File: src/rtl/addsub_shared_scheduler_if.sv
// Requester/result bundle for addsub_shared_scheduler: N requesters in, one result stream out.
interface addsub_shared_scheduler_if #(
  parameter int unsigned WORD_WIDTH = 36,
  parameter int unsigned REQ_COUNT  = 4
);
  localparam int unsigned ID_WIDTH = (REQ_COUNT > 1) ? $clog2(REQ_COUNT) : 1;

  logic [REQ_COUNT-1:0]            req_valid;
  logic [REQ_COUNT-1:0]            req_ready;
  logic [REQ_COUNT*WORD_WIDTH-1:0] req_A;
  logic [REQ_COUNT-1:0]            req_A_negative;
  logic [REQ_COUNT*WORD_WIDTH-1:0] req_B;
  logic [REQ_COUNT-1:0]            req_B_negative;

  logic                            res_valid;
  logic                            res_ready;
  logic [ID_WIDTH-1:0]             res_id;
  logic [WORD_WIDTH-1:0]           res_sum;
  logic                            res_carry_out;
  logic                            res_overflow;

  // Requesters and result consumer side
  modport master (
    output req_valid, req_A, req_A_negative, req_B, req_B_negative, res_ready,
    input  req_ready, res_valid, res_id, res_sum, res_carry_out, res_overflow
  );

  // Scheduler side
  modport slave (
    input  req_valid, req_A, req_A_negative, req_B, req_B_negative, res_ready,
    output req_ready, res_valid, res_id, res_sum, res_carry_out, res_overflow
  );
endinterface

File: src/rtl/addsub_shared_scheduler.sv
// Round-robin scheduler sharing one adder/subtractor among REQ_COUNT requesters
// through a two-stage (operand, result) valid/ready pipeline.
module addsub_shared_scheduler #(
  parameter int unsigned WORD_WIDTH = 36,
  parameter int unsigned REQ_COUNT  = 4
) (
  input  logic                          i_clock,
  input  logic                          i_clear,
  addsub_shared_scheduler_if.slave      bus,
  output logic                          o_idle
);
  localparam int unsigned ID_WIDTH  = (REQ_COUNT > 1) ? $clog2(REQ_COUNT) : 1;
  localparam int unsigned SUM_WIDTH = WORD_WIDTH + 1;

  // Round-robin pointer
  logic [ID_WIDTH-1:0]   r_ptr;

  // Operand stage
  logic                  r_s1_valid;
  logic [WORD_WIDTH-1:0] r_s1_a;
  logic                  r_s1_a_neg;
  logic [WORD_WIDTH-1:0] r_s1_b;
  logic                  r_s1_b_neg;
  logic [ID_WIDTH-1:0]   r_s1_id;

  // Result stage
  logic                  r_s2_valid;
  logic [WORD_WIDTH-1:0] r_s2_sum;
  logic                  r_s2_carry;
  logic                  r_s2_ovf;
  logic [ID_WIDTH-1:0]   r_s2_id;

  logic [REQ_COUNT-1:0]  w_grant;
  logic [ID_WIDTH-1:0]   w_grant_id;
  logic                  w_found;
  int unsigned           w_idx;
  logic [WORD_WIDTH-1:0] w_sel_a;
  logic [WORD_WIDTH-1:0] w_sel_b;
  logic                  w_sel_a_neg;
  logic                  w_sel_b_neg;
  logic                  w_res_hs;
  logic                  w_s2_load;
  logic                  w_s1_can_load;
  logic                  w_req_hs;
  logic [WORD_WIDTH-1:0] w_x;
  logic [WORD_WIDTH-1:0] w_y;
  logic [SUM_WIDTH-1:0]  w_sum_full;
  logic                  w_cin_msb;
  logic                  w_ovf;

  // Round-robin search starting at the pointer, wrapping modulo REQ_COUNT
  always_comb begin
    w_grant    = '0;
    w_grant_id = '0;
    w_found    = 1'b0;
    w_idx      = 0;
    for (int unsigned k = 0; k < REQ_COUNT; k++) begin
      w_idx = (32'(r_ptr) + k) % REQ_COUNT;
      if (!w_found && bus.req_valid[w_idx]) begin
        w_found        = 1'b1;
        w_grant[w_idx] = 1'b1;
        w_grant_id     = ID_WIDTH'(w_idx);
      end
    end
  end

  // Operand mux driven by the one-hot grant
  always_comb begin
    w_sel_a     = '0;
    w_sel_b     = '0;
    w_sel_a_neg = 1'b0;
    w_sel_b_neg = 1'b0;
    for (int unsigned i = 0; i < REQ_COUNT; i++) begin
      if (w_grant[i]) begin
        w_sel_a     = bus.req_A[i*WORD_WIDTH +: WORD_WIDTH];
        w_sel_b     = bus.req_B[i*WORD_WIDTH +: WORD_WIDTH];
        w_sel_a_neg = bus.req_A_negative[i];
        w_sel_b_neg = bus.req_B_negative[i];
      end
    end
  end

  // Pipeline advance conditions; stage 1 may refill in the same cycle it drains
  assign w_res_hs      = bus.res_valid & bus.res_ready;
  assign w_s2_load     = r_s1_valid & (~r_s2_valid | w_res_hs);
  assign w_s1_can_load = ~r_s1_valid | w_s2_load;
  assign w_req_hs      = w_found & w_s1_can_load & ~i_clear;
  assign bus.req_ready = w_grant & {REQ_COUNT{w_s1_can_load & ~i_clear}};

  // Shared adder: negation as one's complement plus carry-in
  always_comb begin
    w_x        = r_s1_a_neg ? ~r_s1_a : r_s1_a;
    w_y        = r_s1_b_neg ? ~r_s1_b : r_s1_b;
    w_sum_full = {1'b0, w_x} + {1'b0, w_y}
               + SUM_WIDTH'(r_s1_a_neg) + SUM_WIDTH'(r_s1_b_neg);
    w_cin_msb  = w_x[WORD_WIDTH-1] ^ w_y[WORD_WIDTH-1] ^ w_sum_full[WORD_WIDTH-1];
    w_ovf      = w_cin_msb ^ w_sum_full[WORD_WIDTH];
  end

  // Pointer moves past the winner only on an accepted request
  always_ff @(posedge i_clock) begin
    if (i_clear) begin
      r_ptr <= '0;
    end else if (w_req_hs) begin
      r_ptr <= (w_grant_id == ID_WIDTH'(REQ_COUNT - 1)) ? '0 : w_grant_id + ID_WIDTH'(1);
    end
  end

  // Operand stage register
  always_ff @(posedge i_clock) begin
    if (i_clear) begin
      r_s1_valid <= 1'b0;
      r_s1_a     <= '0;
      r_s1_a_neg <= 1'b0;
      r_s1_b     <= '0;
      r_s1_b_neg <= 1'b0;
      r_s1_id    <= '0;
    end else if (w_req_hs) begin
      r_s1_valid <= 1'b1;
      r_s1_a     <= w_sel_a;
      r_s1_a_neg <= w_sel_a_neg;
      r_s1_b     <= w_sel_b;
      r_s1_b_neg <= w_sel_b_neg;
      r_s1_id    <= w_grant_id;
    end else if (w_s2_load) begin
      r_s1_valid <= 1'b0;
    end
  end

  // Result stage register; holds stable under backpressure
  always_ff @(posedge i_clock) begin
    if (i_clear) begin
      r_s2_valid <= 1'b0;
      r_s2_sum   <= '0;
      r_s2_carry <= 1'b0;
      r_s2_ovf   <= 1'b0;
      r_s2_id    <= '0;
    end else if (w_s2_load) begin
      r_s2_valid <= 1'b1;
      r_s2_sum   <= w_sum_full[WORD_WIDTH-1:0];
      r_s2_carry <= w_sum_full[WORD_WIDTH];
      r_s2_ovf   <= w_ovf;
      r_s2_id    <= r_s1_id;
    end else if (w_res_hs) begin
      r_s2_valid <= 1'b0;
    end
  end

  assign bus.res_valid     = r_s2_valid & ~i_clear;
  assign bus.res_id        = r_s2_id;
  assign bus.res_sum       = r_s2_sum;
  assign bus.res_carry_out = r_s2_carry;
  assign bus.res_overflow  = r_s2_ovf;

  // While clear is high the stages are treated as empty
  assign o_idle = ~(|bus.req_valid) & (i_clear | (~r_s1_valid & ~r_s2_valid));

endmodule
File: src/flat_wrapper.sv
// flat-port wrapper written by rule: the top's interface ports become plain ports
module addsub_shared_scheduler_flat 
#(
  parameter int unsigned WORD_WIDTH = 36,
  parameter int unsigned REQ_COUNT  = 4
)
  (i_clock, i_clear, o_idle, bus_req_valid, bus_req_A, bus_req_A_negative, bus_req_B, bus_req_B_negative, bus_res_ready, bus_req_ready, bus_res_valid, bus_res_id, bus_res_sum, bus_res_carry_out, bus_res_overflow);
  addsub_shared_scheduler_if #(.WORD_WIDTH(WORD_WIDTH), .REQ_COUNT(REQ_COUNT)) bus_i ();
  input  logic i_clock;
  input  logic i_clear;
  output logic o_idle;
  input wire logic [$bits(bus_i.req_valid)-1:0] bus_req_valid;
  input wire logic [$bits(bus_i.req_A)-1:0] bus_req_A;
  input wire logic [$bits(bus_i.req_A_negative)-1:0] bus_req_A_negative;
  input wire logic [$bits(bus_i.req_B)-1:0] bus_req_B;
  input wire logic [$bits(bus_i.req_B_negative)-1:0] bus_req_B_negative;
  input wire logic [$bits(bus_i.res_ready)-1:0] bus_res_ready;
  output wire logic [$bits(bus_i.req_ready)-1:0] bus_req_ready;
  output wire logic [$bits(bus_i.res_valid)-1:0] bus_res_valid;
  output wire logic [$bits(bus_i.res_id)-1:0] bus_res_id;
  output wire logic [$bits(bus_i.res_sum)-1:0] bus_res_sum;
  output wire logic [$bits(bus_i.res_carry_out)-1:0] bus_res_carry_out;
  output wire logic [$bits(bus_i.res_overflow)-1:0] bus_res_overflow;
  assign bus_i.req_valid = bus_req_valid;
  assign bus_i.req_A = bus_req_A;
  assign bus_i.req_A_negative = bus_req_A_negative;
  assign bus_i.req_B = bus_req_B;
  assign bus_i.req_B_negative = bus_req_B_negative;
  assign bus_i.res_ready = bus_res_ready;
  assign bus_req_ready = bus_i.req_ready;
  assign bus_res_valid = bus_i.res_valid;
  assign bus_res_id = bus_i.res_id;
  assign bus_res_sum = bus_i.res_sum;
  assign bus_res_carry_out = bus_i.res_carry_out;
  assign bus_res_overflow = bus_i.res_overflow;
  addsub_shared_scheduler #(.WORD_WIDTH(WORD_WIDTH), .REQ_COUNT(REQ_COUNT)) u_core (.i_clock(i_clock), .i_clear(i_clear), .bus(bus_i), .o_idle(o_idle));
endmodule
File: config.mk
export PLATFORM = sky130hd
export DESIGN_NAME = addsub_shared_scheduler_flat
export DESIGN_NICKNAME = d
export VERILOG_FILES = /design/src/rtl/addsub_shared_scheduler_if.sv /design/src/rtl/addsub_shared_scheduler.sv /design/src/flat_wrapper.sv
export SDC_FILE = /design/constraint.sdc
export NUM_CORES = 1
export LEC_CHECK = 0
export ABC_AREA = 1
export BUFFER_PORTS_ARGS = -buffer_cell sky130_fd_sc_hd__buf_4
export CAP_MARGIN = 20
export CORE_MARGIN = 4
export CORE_UTILIZATION = 45
export CTS_CLUSTER_SIZE = 8
export DETAILED_ROUTE_END_ITERATION = 8
export PLACE_DENSITY = 0.81
export REMOVE_ABC_BUFFERS = 1
export SLEW_MARGIN = 30
export SYNTH_ARGS = -nofsm -noshare
export SYNTH_HDL_FRONTEND = slang
export SYNTH_SLANG_ARGS = --single-unit
export TNS_END_PERCENT = 1
File: constraint.sdc
create_clock -name i_clock -period 6.2 [get_ports i_clock]
set_input_delay 0.93 -clock i_clock [delete_from_list [all_inputs] [get_ports i_clock]]
set_output_delay 0.93 -clock i_clock [all_outputs]
set_load 0.02 [all_outputs]
==> results_dict.tcl <==
set metrics [dict create \
    status "completed" \
    layout_commonest_cell "buf_4" \
    wl_per_cell_um 15.6 \
    drtPass1Iterations 5 \
    final_hold_viol_count 0 \
    post-route-period-util_pct 67.7 \
    vias 12100 \
    vdd_ir_drop_max_v 0.000296 \
    worstSetupEndpointType "output pin" \
    report.final.slew_viol_count 0 \
    pwr-share-comb_pct 75.0 \
    drv_cap 0 \
    clock_path_buffers 2 \
    ys_async_sr_fraction_pct 0 \
    setup_viol 0 \
    fin_nets 2342 \
    synth-edff-count 0 \
    crit_start "u_core.r_ptr[0]" \
    ys.flop_type "dfxtp_1" \
    core-area_sq_um 23800 \
    grt_antenna_before_repair 0 \
    htree_levels 4 \
    rsz0062_at_grt "false" \
    critical_path_class "reg2out" \
    synth_seq_cells 120 \
    routed_wl_um 35700 \
    p_sw_mw 5.21 \
    dpl_cell_area_sq_um 13500 \
    layout-drive-gt1-share_pct 23.5 \
    cts_tree "yes" \
    worst_slew_pin_slew_ns 0.963 \
    syn_to_final_growth_pct 27.7 \
    cp-endpoint "bus_req_ready[3]" \
    clk_latency_ns 0.43 \
    sw_frac_of_total_pct 55.3 \
    die_y_um 164 \
    die_w_um 164 \
    seqPwrFrac_pct 14.2 \
    synthCells 1687 \
    clk_pin_slew_ns 0.06 \
    finalPower_mw 9.42 \
    vias_per_cell 5.28 \
    layout_common_cells "buf_4, a21oi_1, nand2_1" \
    reg2reg_depth 14 \
    grt_pass1_vias 11500 \
    internal_power_mw 4.21 \
    rows 56 \
    place_hpwl_um 26900 \
    fin_worst_skew_ns 0.0133 \
    yosysSeqAreaShare_pct 21.8 \
    avgSynthCellArea_sq_um 6.52 \
    pwr-share-clk_pct 10.8 \
    grt_start_max_net_pins 95 \
    ant_nets 0 \
    syn_area_sq_um 11000 \
    regToRegSetupSlack_ns 2.23 \
    fin_tns_setup_ns 0 \
    cp_data_required_time_ns 5.27 \
    pin_count 349 \
    routabilityCongestion 0.963 \
    power_density_nw_per_um2 671 \
    grt_pass1_wl_um 56700 \
    synth_warnings 0 \
    post_cts_buffers 0 \
    n_antenna_cell 0 \
    clockRootBuffer "clkbuf_16" \
    cp.arrival_ns 3.26 \
    hp-class "reg2reg" \
    grt-ovfl-total 0 \
    crit_fanout 64 \
    reg2reg_from "u_core.r_ptr[0]" \
    worst_setup_path_start_kind "register" \
    gr-usage-all-layers_pct 25.6 \
    cts-hold-fix-buffers 0 \
    portBuffers 348 \
    ys_types 49 \
    initial_core_util_pct 46.3 \
    p_leak_nw 7.50 \
    maxSlewHeadroom_pct 35.8 \
    final_area_sq_um 14000 \
    die_area_sq_um 27000 \
    drc 0 \
    rr_endpoint "u_core.r_s1_a[10]" \
    finalWorstPathRequiredPeriod_ns 4.19 \
    cts_sinks 120 \
    ctsResizeCount 0 \
    clock.fmax_ghz 0.238 \
    drt_iter0_drc 701 \
    cts_inserted_buffers 17 \
]
## routing by layer
metal	global-route usage (%)	routed length, um
met1	33.6	15700
met3	3.64	2050
met4	6.79	625
met5	0	0
met2	44.2	17400
## state kept, by name, indices dropped and copies added (netlist names), 2 cells and up
register            flops
u_core.r_s1_b          36
u_core.r_ptr            2
u_core.bus.res_id       2
u_core.bus.res_sum     36
u_core.r_s1_a          36
u_core.r_s1_id          2
## metrics by stage
| stage | setup slack, ns | util (%) | hold WS (ns) | cells |
|---|---|---|---|---|
| final | 2.01 | 59.1 | 0.461 | 2292 |
| after CTS | 2.00 | 59.1 | 0.464 | 2292 |
| after floorplan | 1.53 | - | 0.432 | 1584 |
| after detailed placement | 2.22 | 56.6 | 0.454 | 2261 |
| after global placement | 2.36 | 56.6 | 0.443 | 2261 |
| after global routing | 1.75 | 59.1 | 0.486 | 2292 |
## cells by family (layout without fill, tap and decap cells)
| logic type | Yosys count | after routing | synth area share, % |
|---|---|---|---|
| and+or+nand+nor | 599 | 599 | 25.1 |
| AOI/OAI and AO/OA | 509 | 509 | 24.1 |
| buffers and inverters | 287 | 573 | 12.5 |
| DFF | 120 | 120 | 21.8 |
| xor gates and xnor gates | 94 | 94 | 7.49 |
| adders and majority gates | 78 | 78 | 8.94 |
## cells in the mapped netlist (2+ instances only)
cell	instances	area (sq um)
a211oi_1	2	15.0
a21boi_0	2	15.0
a21o_1	5	37.5
a21oi_1	351	1760
a22oi_1	2	15.0
a31oi_1	2	12.5
buf_1	9	33.8
buf_12	5	100
buf_2	33	165
buf_4	16	120
buf_6	3	33.8
buf_8	7	105
clkbuf_1	28	105
clkbuf_4	2	15.0
dfxtp_1	120	2400
ha_1	77	963
inv_1	178	668
inv_2	5	18.8
nand2_1	324	1220
nand2_2	6	37.5
nand2_4	3	33.8
nand3_1	66	330
nand3_2	53	531
nand4_1	6	37.5
nor2_1	125	469
nor3_1	9	45.0
o211ai_1	7	52.6
o21a_1	2	15.0
o21ai_0	117	586
o21ai_1	4	20.0
o21bai_1	7	52.6
o31ai_1	2	15.0
xnor2_1	6	52.6
xor2_1	88	771
## worst min path at each step
stage                            startpoint                    to  slack, ns  cells past startpoint
after floorplan           u_core.r_s1_id[1]  u_core.bus.res_id[1]       0.43                      2
after global placement    u_core.r_s1_id[1]  u_core.bus.res_id[1]       0.44                      2
after detailed placement  u_core.r_s1_id[1]  u_core.bus.res_id[1]       0.45                      2
after CTS                 u_core.r_s1_id[1]  u_core.bus.res_id[1]       0.46                      2
after global routing      u_core.r_s1_id[1]  u_core.bus.res_id[1]       0.49                      2
final                     u_core.r_s1_id[1]  u_core.bus.res_id[1]       0.46                      2
## critical path: stages (launching register included)
cell and delay (ns):
dfxtp_1 0.62, inv_4 0.12, ha_1 0.37, inv_1 0.16, nand2_1 0.11, o21ai_4 0.09
nor2_2 0.09, a22oi_1 0.24, nand3_4 0.60, nand2_1 0.22, inv_1 0.05, buf_4 0.15
## layout make-up
cell class / count / area [sq um]
Clock buffer: 21 / 440
Clock inverter: 10 / 153
Fill cell: 2286 / 9710
Inverter: 184 / 697
Multi-Input combinational cell: 1280 / 7270
Sequential cell: 120 / 2400
Tap cell: 319 / 399
Timing Repair Buffer: 358 / 2690
## power by group through the flow
stage	Sequential (mW)	Clock (mW)	Combinational (mW)
after floorplan	1.40	0	5.00
after global placement	1.35	0	6.83
after detailed placement	1.35	0	6.93
after CTS	1.34	1.04	7.02
after global routing	1.38	1.07	7.92
final	1.34	1.02	7.06
(Power assumes the default switching activity.)
